`src/rtl/divider_pkg.sv`:
```
// Shared types and helpers for the sequential restoring divider.
package divider_pkg;

    typedef enum logic {
        IDLE = 1'b0,
        RUN  = 1'b1
    } state_t;

    // Widest operand the negate helper handles; callers cast in and truncate out.
    localparam int NEGATE_WIDTH = 64;

    localparam int DEFAULT_WORD_LENGTH = 16;

    function automatic int counter_width(input int word_length);
        return $clog2(word_length + 1);
    endfunction

    function automatic logic [NEGATE_WIDTH-1:0] cond_negate(
        input logic [NEGATE_WIDTH-1:0] value,
        input logic                    negate
    );
        return negate ? (~value + NEGATE_WIDTH'(1)) : value;
    endfunction

endpackage

```
`src/rtl/restoring_div_step.sv`:
```
// One restoring-division iteration: shift in the next dividend bit, trial subtract, restore on borrow.
module restoring_div_step #(
    parameter int WORD_LENGTH = 16
) (
    input  logic [2*WORD_LENGTH-1:0] partial_in,
    input  logic [WORD_LENGTH-1:0]   divisor,
    output logic [2*WORD_LENGTH-1:0] partial_out
);

    logic [2*WORD_LENGTH:0]   shifted;
    logic [WORD_LENGTH+1:0]   difference;
    logic                     quotient_bit;

    // Upper half holds the running remainder, lower half the unconsumed dividend bits
    // which are progressively replaced by quotient bits entering at bit 0.
    always_comb begin
        shifted      = {partial_in, 1'b0};
        difference   = {1'b0, shifted[2*WORD_LENGTH:WORD_LENGTH]} - {2'b00, divisor};
        quotient_bit = ~difference[WORD_LENGTH+1];
        if (quotient_bit) begin
            partial_out = {difference[WORD_LENGTH-1:0], shifted[WORD_LENGTH-1:1], 1'b1};
        end else begin
            partial_out = shifted[2*WORD_LENGTH-1:0];
        end
    end

endmodule

```
`src/rtl/seq_divider.sv`:
```
// Sequential signed/unsigned restoring divider, one quotient bit per clock, start/ready handshake.
module seq_divider
    import divider_pkg::*;
#(
    parameter int WORD_LENGTH    = DEFAULT_WORD_LENGTH,
    parameter int SIGNED_SUPPORT = 1
) (
    input  logic                   clk,
    input  logic                   reset,
    input  logic                   start,
    input  logic                   signed_mode,
    input  logic [WORD_LENGTH-1:0] dividend,
    input  logic [WORD_LENGTH-1:0] divisor,
    output logic [WORD_LENGTH-1:0] result,
    output logic [WORD_LENGTH-1:0] remainder,
    output logic                   busy,
    output logic                   ready,
    output logic                   div_by_zero,
    output logic                   overflow
);

    localparam int CNT_W = counter_width(WORD_LENGTH);

    state_t                     state;
    state_t                     next_state;
    logic [CNT_W-1:0]           count;
    logic [2*WORD_LENGTH-1:0]   partial;
    logic [2*WORD_LENGTH-1:0]   partial_next;
    logic [WORD_LENGTH-1:0]     divisor_mag;
    logic                       quotient_neg;
    logic                       remainder_neg;
    logic                       overflow_pending;

    logic                       use_signed;
    logic                       dividend_neg;
    logic                       divisor_neg;
    logic                       divisor_zero;
    logic                       accept;
    logic                       final_step;
    logic                       overflow_case;
    logic [WORD_LENGTH-1:0]     dividend_mag_in;
    logic [WORD_LENGTH-1:0]     divisor_mag_in;
    logic [WORD_LENGTH-1:0]     result_final;
    logic [WORD_LENGTH-1:0]     remainder_final;

    restoring_div_step #(
        .WORD_LENGTH(WORD_LENGTH)
    ) u_step (
        .partial_in  (partial),
        .divisor     (divisor_mag),
        .partial_out (partial_next)
    );

    always_comb begin
        use_signed      = (SIGNED_SUPPORT != 0) && signed_mode;
        dividend_neg    = use_signed && dividend[WORD_LENGTH-1];
        divisor_neg     = use_signed && divisor[WORD_LENGTH-1];
        divisor_zero    = (divisor == '0);
        accept          = (state == IDLE) && start;
        final_step      = (state == RUN) && (count == CNT_W'(1));
        overflow_case   = use_signed
                          && (dividend == {1'b1, {(WORD_LENGTH-1){1'b0}}})
                          && (divisor == '1);
        dividend_mag_in = WORD_LENGTH'(cond_negate(NEGATE_WIDTH'(dividend), dividend_neg));
        divisor_mag_in  = WORD_LENGTH'(cond_negate(NEGATE_WIDTH'(divisor), divisor_neg));
        result_final    = WORD_LENGTH'(cond_negate(
                              NEGATE_WIDTH'(partial_next[WORD_LENGTH-1:0]), quotient_neg));
        remainder_final = WORD_LENGTH'(cond_negate(
                              NEGATE_WIDTH'(partial_next[2*WORD_LENGTH-1:WORD_LENGTH]), remainder_neg));
    end

    always_ff @(posedge clk or negedge reset) begin
        if (!reset) begin
            state <= IDLE;
        end else begin
            state <= next_state;
        end
    end

    // Divide-by-zero is resolved at accept and never enters RUN.
    always_comb begin
        next_state = state;
        case (state)
            IDLE: if (accept && !divisor_zero) next_state = RUN;
            RUN:  if (final_step)              next_state = IDLE;
            default: next_state = IDLE;
        endcase
    end

    always_comb begin
        busy = (state == RUN);
    end

    always_ff @(posedge clk or negedge reset) begin
        if (!reset) begin
            count            <= '0;
            partial          <= '0;
            divisor_mag      <= '0;
            quotient_neg     <= 1'b0;
            remainder_neg    <= 1'b0;
            overflow_pending <= 1'b0;
            result           <= '0;
            remainder        <= '0;
            ready            <= 1'b0;
            div_by_zero      <= 1'b0;
            overflow         <= 1'b0;
        end else begin
            ready <= 1'b0;
            if (accept) begin
                if (divisor_zero) begin
                    result      <= '1;
                    remainder   <= dividend;
                    div_by_zero <= 1'b1;
                    overflow    <= 1'b0;
                    ready       <= 1'b1;
                end else begin
                    partial          <= {{WORD_LENGTH{1'b0}}, dividend_mag_in};
                    divisor_mag      <= divisor_mag_in;
                    quotient_neg     <= dividend_neg ^ divisor_neg;
                    remainder_neg    <= dividend_neg;
                    overflow_pending <= overflow_case;
                    count            <= CNT_W'(WORD_LENGTH);
                end
            end else if (state == RUN) begin
                partial <= partial_next;
                count   <= count - CNT_W'(1);
                if (final_step) begin
                    result      <= result_final;
                    remainder   <= remainder_final;
                    div_by_zero <= 1'b0;
                    overflow    <= overflow_pending;
                    ready       <= 1'b1;
                end
            end
        end
    end

endmodule

```
`config.mk`:
```
export PLATFORM = sky130hd
export DESIGN_NAME = seq_divider
export DESIGN_NICKNAME = d
export VERILOG_FILES = /design/src/rtl/divider_pkg.sv /design/src/rtl/restoring_div_step.sv /design/src/rtl/seq_divider.sv
export SDC_FILE = /design/constraint.sdc
export NUM_CORES = 1
export LEC_CHECK = 0
export ABC_CLOCK_PERIOD_IN_PS = 4100
export CAP_MARGIN = 10
export CORE_MARGIN = 1.5
export CORE_UTILIZATION = 55
export CTS_BUF_LIST = sky130_fd_sc_hd__clkbuf_2
export DETAILED_ROUTE_END_ITERATION = 8
export DONT_BUFFER_PORTS = 1
export PLACE_DENSITY = 0.73
export SLEW_MARGIN = 15
export SYNTH_ARGS = -nofsm -noshare
export SYNTH_HDL_FRONTEND = slang
export SYNTH_SLANG_ARGS = --single-unit
export TNS_END_PERCENT = 100
```
`constraint.sdc`:
```
create_clock -name clk -period 4.1 [get_ports clk]
set_clock_uncertainty 0.05 [all_clocks]
set_input_delay 0.41 -clock clk [delete_from_list [all_inputs] [get_ports clk]]
set_output_delay 0.41 -clock clk [all_outputs]
set_load 0.1 [all_outputs]
```
======== Yosys cells after proc, flatten, opt, wreduce, memory -nomap -nowiden ========
Cells that the tools add are included.
storage, ports and cells
  logic and storage cells ................. 78
  register bits after elaboration ......... 92
  input port bits ......................... 36
operators by class
  multiplexer cells ....................... 34
  reductions and logical operators ........ 14
  $add $sub $neg .......................... 6
  eq/ne operators ......................... 5
  bitwise operators ....................... 7
operators with widths
  kind                   number
  $mux 16                12
  $mux 32                4
  $add 16x1->16 const B  4
  $not 16->16            4
  $eq 16x16->1 const B   2
  $sub 17x16->18         1
  $logic_not 16->1       1
  $mux 5                 3
  $mux 1                 14
  $logic_and 1x1->1      7
  $eq 5x1->1 const B     1
  $sub 5x1->5 const B    1
  $ne 2x2->1 const B     2
  $reduce_and 2->1       2
  $reduce_bool 2->1      2
  $reduce_and 3->1       1
  $not 1->1              2
  $pmux 1 s2             1
  $logic_not 1->1        1
  $xor 1x1->1            1

======== Longest topological paths before layout ========
  depth in word-level cells ............... 8
  gate-level depth with buffers ........... 21
  depth with buffers taken out ............ 17

======== By module ========
Synthesis repeated with hierarchy kept, for this count alone.
unflattened totals
  cells, all modules ...................... 696
  area total of the unflattened synthesis .. 6321.1 sq um
modules (own cells, without submodules)
  module              cells each  times used  area an instance (sq um)
  seq_divider         556         1           5200.0
  restoring_div_step  140         1           1121.1

======== Worst setup path before layout ========
Ideal clock, no wire load.
  path kind ............................... reg-to-reg
  from .................................... reg partial[19]
  to ...................................... reg remainder[14]
  stages on the path, launching flop included .. 19
  arrival time ............................ 3727 ps
  path slack .............................. 186 ps
  path buffers ............................ 2
  data required time ...................... 3913 ps
  cells stage by stage .................... dfrtp_1 ha_1 a21o_1 a21o_4 o211ai_4 nand3_4 inv_2 buf_6 clkbuf_1 mux2i_1 ha_1 nand2_1 nor3_1 nand4_1 o41ai_4 nand2_2 o31ai_1 xor2_1 a21oi_1
between the ends
  longest elaborated chain between the ends .. 8
ends and longest elaborated chain
  what                    RTL line                  text
  start, declared         seq_divider.sv:27         logic [2*WORD_LENGTH-1:0] partial;
  start signal, assigned  seq_divider.sv:117        partial <= {{WORD_LENGTH{1'b0}}, dividend_mag_in};
  start signal, assigned  seq_divider.sv:125        partial <= partial_next;
  $sub 17x16->18          restoring_div_step.sv:18  difference = {1'b0, shifted[2*WORD_LENGTH:WORD_LENGTH]} - {2'b00, divisor};
  $mux 32 *               restoring_div_step.sv:20  if (quotient_bit) begin
  $not 16->16             divider_pkg.sv:22         return negate ? (~value + NEGATE_WIDTH'(1)) : value;
  $add 16x1->16           divider_pkg.sv:22
  $mux 16 *               divider_pkg.sv:22
  $mux 16 *               seq_divider.sv:127        if (final_step) begin
  $mux 16 *               seq_divider.sv:124        end else if (state == RUN) begin
  $mux 16 *               seq_divider.sv:109        if (accept) begin
  end signal, assigned    seq_divider.sv:112        remainder <= dividend;
  end signal, assigned    seq_divider.sv:129        remainder <= remainder_final;
  end, declared           seq_divider.sv:15         output logic [WORD_LENGTH-1:0] remainder,
Every way passes the cells marked *; elsewhere a longest branch is shown, timed or not. The select of a mux whose other input is x is not followed.
A chain may end at the register's enable or synchronous reset.

======== Final worst setup path ========
Same ends and word-level chain as after synthesis.

==> results.sh <==
export IMPL_die_w_um=111.2
export IMPL_chipHeight_um=111.2
export IMPL_cp_arrival_ns=4.33
export IMPL_drive_above_1_share=0.08178
export IMPL_grt_first_pass_wirelength_um=29290
export IMPL_drv_max_cap_violation_count=0
export IMPL_placement_rows=39
export IMPL_postPlaceCellArea_mm2=0.006543
export IMPL_clk_latency_ns=0.63
export IMPL_wl_per_cell_um=19.08
export IMPL_worst_hold_path_type="in -> reg"
export IMPL_clk_root_buffer_cell="sky130_fd_sc_hd__clkbuf_2"
export IMPL_netlist_instances=777
export IMPL_crit_path_start_kind="flop"
export IMPL_post_dp_hpwl_um=12790
export IMPL_cp_max_fo=9
export IMPL_port_buffer_count=0
export IMPL_clock_input_transition_at_the_sequential_cells_of_the_worst_setup_and_hold_paths_ns=0.29
export IMPL_setup_tns_ns=0
export IMPL_worst_slew_pin_transition_ns=0.9823
export IMPL_global_route_usage_total=0.2978
export IMPL_run_status="complete, no violations"
export IMPL_n_antenna_cell=0
export IMPL_number_of_failing_hold_endpoints_at_the_final_stage=0
export IMPL_routed_via_count=6084
export IMPL_drtIter0Drc=676
export IMPL_post_route_util=0.6180
export IMPL_grt_overflow_total=0
export IMPL_critical_path_required_ns=4.58
export IMPL_final_common_cell="sky130_fd_sc_hd__nand2_1"
export IMPL_grt_pass1_vias=5708
export IMPL_design_die_area_mm2=0.01237
export IMPL_synth_edff_count=0
export IMPL_syn_avg_cell_area_um2=8.290
export IMPL_setup_viol=0
export IMPL_seq_area_frac_synth=0.3574
export IMPL_critical_path_endpoint_type="flop"
export IMPL_htreeDepth=3
export IMPL_starting_density_of_the_core=0.5641
export IMPL_routed_via_density=6.404
export IMPL_clock_sink_count=92
export IMPL_cts_root_to_sink_buffers=2
export IMPL_drt_first_pass_iters=5
export IMPL_synth_area_mm2=0.006441
export IMPL_core_area_mm2=0.01142
export IMPL_count_of_nets_after_finishing=862
export IMPL_filler_cell_count=1031
export IMPL_final_max_slew_viol_count=0
export IMPL_cts_buffers=9
export IMPL_layout_worst_path_cycle_share=0.9389
export IMPL_ys_types=78
export IMPL_relSlewSlack=0.3451
export IMPL_maxClockFrequency_mhz=259.8
export IMPL_finish_instance_area_mm2=0.007057
export IMPL_number_of_antenna_violations_at_the_first_check_in_global_routing=0
export IMPL_ys_warn_count=0
export IMPL_drc=0
export IMPL_largest_net_degree_at_the_start_of_global_routing=93
export IMPL_syn_num_nets=837
export IMPL_setup_worst_path_class="reg -> reg"
export IMPL_num_io_pins=72
export IMPL_highest_count_cells_in_the_layout_ignoring_fill_and_taps="sky130_fd_sc_hd__nand2_1 (102), sky130_fd_sc_hd__dfrtp_1 (91), sky130_fd_sc_hd__o21ai_0 (77)"
export IMPL_r2r_setup_slack_ns=0.25
export IMPL_cts_tree="done"
export IMPL_place_gp_congestion=0.9186
export IMPL_period_minus_slack_ns=3.850
export IMPL_top_flip_flop_cell_by_instance_count_after_synthesis="sky130_fd_sc_hd__dfrtp_1"
export IMPL_routed_wl_um=18130
export IMPL_synth_async_reset_ratio=1.000
export IMPL_ant_nets_after_route=0
export IMPL_ys_ff_latch=92
export IMPL_syn2layout_area_growth_pct=9.557
stage by stage:
| step | worst slack, ns | cells | hold WS [ns] |
|---|---|---|---|
| floorplan | 0.1863 | 777 | 0.06441 |
| global placement | 0.3501 | 894 | 0.06706 |
| detailed placement | 0.1834 | 894 | 0.06725 |
| CTS | 0.1282 | 947 | 0.005479 |
| global route | -0.01435 | 950 | 0.02848 |
| finish | 0.2504 | 950 | 0.01627 |
per-layer routing:
layer | vias to the layer above | track usage | wire (um)
li1 | 2814 | - | -
met1 | 2928 | 0.4082 | 7818
met2 | 301 | 0.4642 | 8272
met4 | 0 | 0.08776 | 380
met3 | 41 | 0.07928 | 1655
met5 | - | 0 | 0
cells by family (layout without fill, tap and decap cells):
group | count (synthesis) | count (layout) | share of synthesized area
AOI/OAI and AO/OA | 241 | 241 | 0.2434
DFF | 92 | 92 | 0.3574
adders and majority gates | 24 | 24 | 0.04779
buffers and inverters | 80 | 110 | 0.05147
muxes | 9 | 9 | 0.01457
xor gates and xnor gates | 63 | 63 | 0.08566
and+or+nand+nor | 268 | 268 | 0.1997
cell usage after synthesis (all sizes together), types with 13 or more instances:
cell,number,area share
nor2,60,0.035
nand2,104,0.061
dfrtp,92,0.36
nand3,18,0.016
nor3,17,0.014
ha,23,0.045
or3,14,0.014
clkbuf,26,0.015
xnor2,32,0.044
inv,40,0.023
o31ai,14,0.017
buf,13,0.012
o21ai,81,0.063
xor2,31,0.042
a21oi,70,0.055
cell type report:
cell class / instances / area [um^2] / share of cell area
Sequential cell: 92 / 2303 / 0.3264
Inverter: 41 / 153.9 / 0.02181
Timing Repair Buffer: 53 / 508.0 / 0.07199
Tap cell: 143 / 178.9 / 0.02535
Multi-Input combinational cell: 605 / 3825 / 0.5420
Clock buffer: 9 / 45.04 / 0.006383
Clock inverter: 7 / 42.54 / 0.006028
flip-flops by register name, indices dropped and copies added, names as in the netlist, 5 cells and up:
name and cells:
result 16, count 5, divisor_mag 16, remainder 16, partial 32
worst max-delay path: stages (launching register included):
cell and delay (ns):
sky130_fd_sc_hd__dfrtp_2 0.48, sky130_fd_sc_hd__ha_1 0.37, sky130_fd_sc_hd__a21o_1 0.25, sky130_fd_sc_hd__a21o_4 0.23, sky130_fd_sc_hd__o211ai_4 0.26, sky130_fd_sc_hd__nand3_4 0.10
sky130_fd_sc_hd__inv_2 0.16, sky130_fd_sc_hd__mux2i_2 0.30, sky130_fd_sc_hd__ha_1 0.27, sky130_fd_sc_hd__nand2_1 0.10, sky130_fd_sc_hd__nor3_1 0.18, sky130_fd_sc_hd__nand4_1 0.18
sky130_fd_sc_hd__o41ai_4 0.11, sky130_fd_sc_hd__nand2_2 0.13, sky130_fd_sc_hd__o31ai_1 0.31, sky130_fd_sc_hd__xor2_1 0.19, sky130_fd_sc_hd__a21oi_1 0.08
what timing repair did:
item                                    4_1_cts  5_1_grt
gates resized for setup                       0        5
hold buffers                                 37        0
hold endpoints to repair                    126        0
setup buffers                                 0        3
endpoints found under the setup margin        0        3
path summary, 6_finish.rpt:
| kind | start | to | depth (start not counted) |
|---|---|---|---|
| max | partial[19] | remainder[14] | 16 |
| min | dividend[12] | partial[12] | 4 |
| max reg2reg | partial[19] | remainder[14] | 16 |
| min reg2reg | overflow_pending | overflow | 2 |
| max in group asynchronous | reset | remainder[10] | 2 |
| min in group asynchronous | reset | partial[19] | 2 |
Power is left out: the tool's default activity adds up to more than one toggle a clock period on the data nets, which glitch-free logic cannot reach.
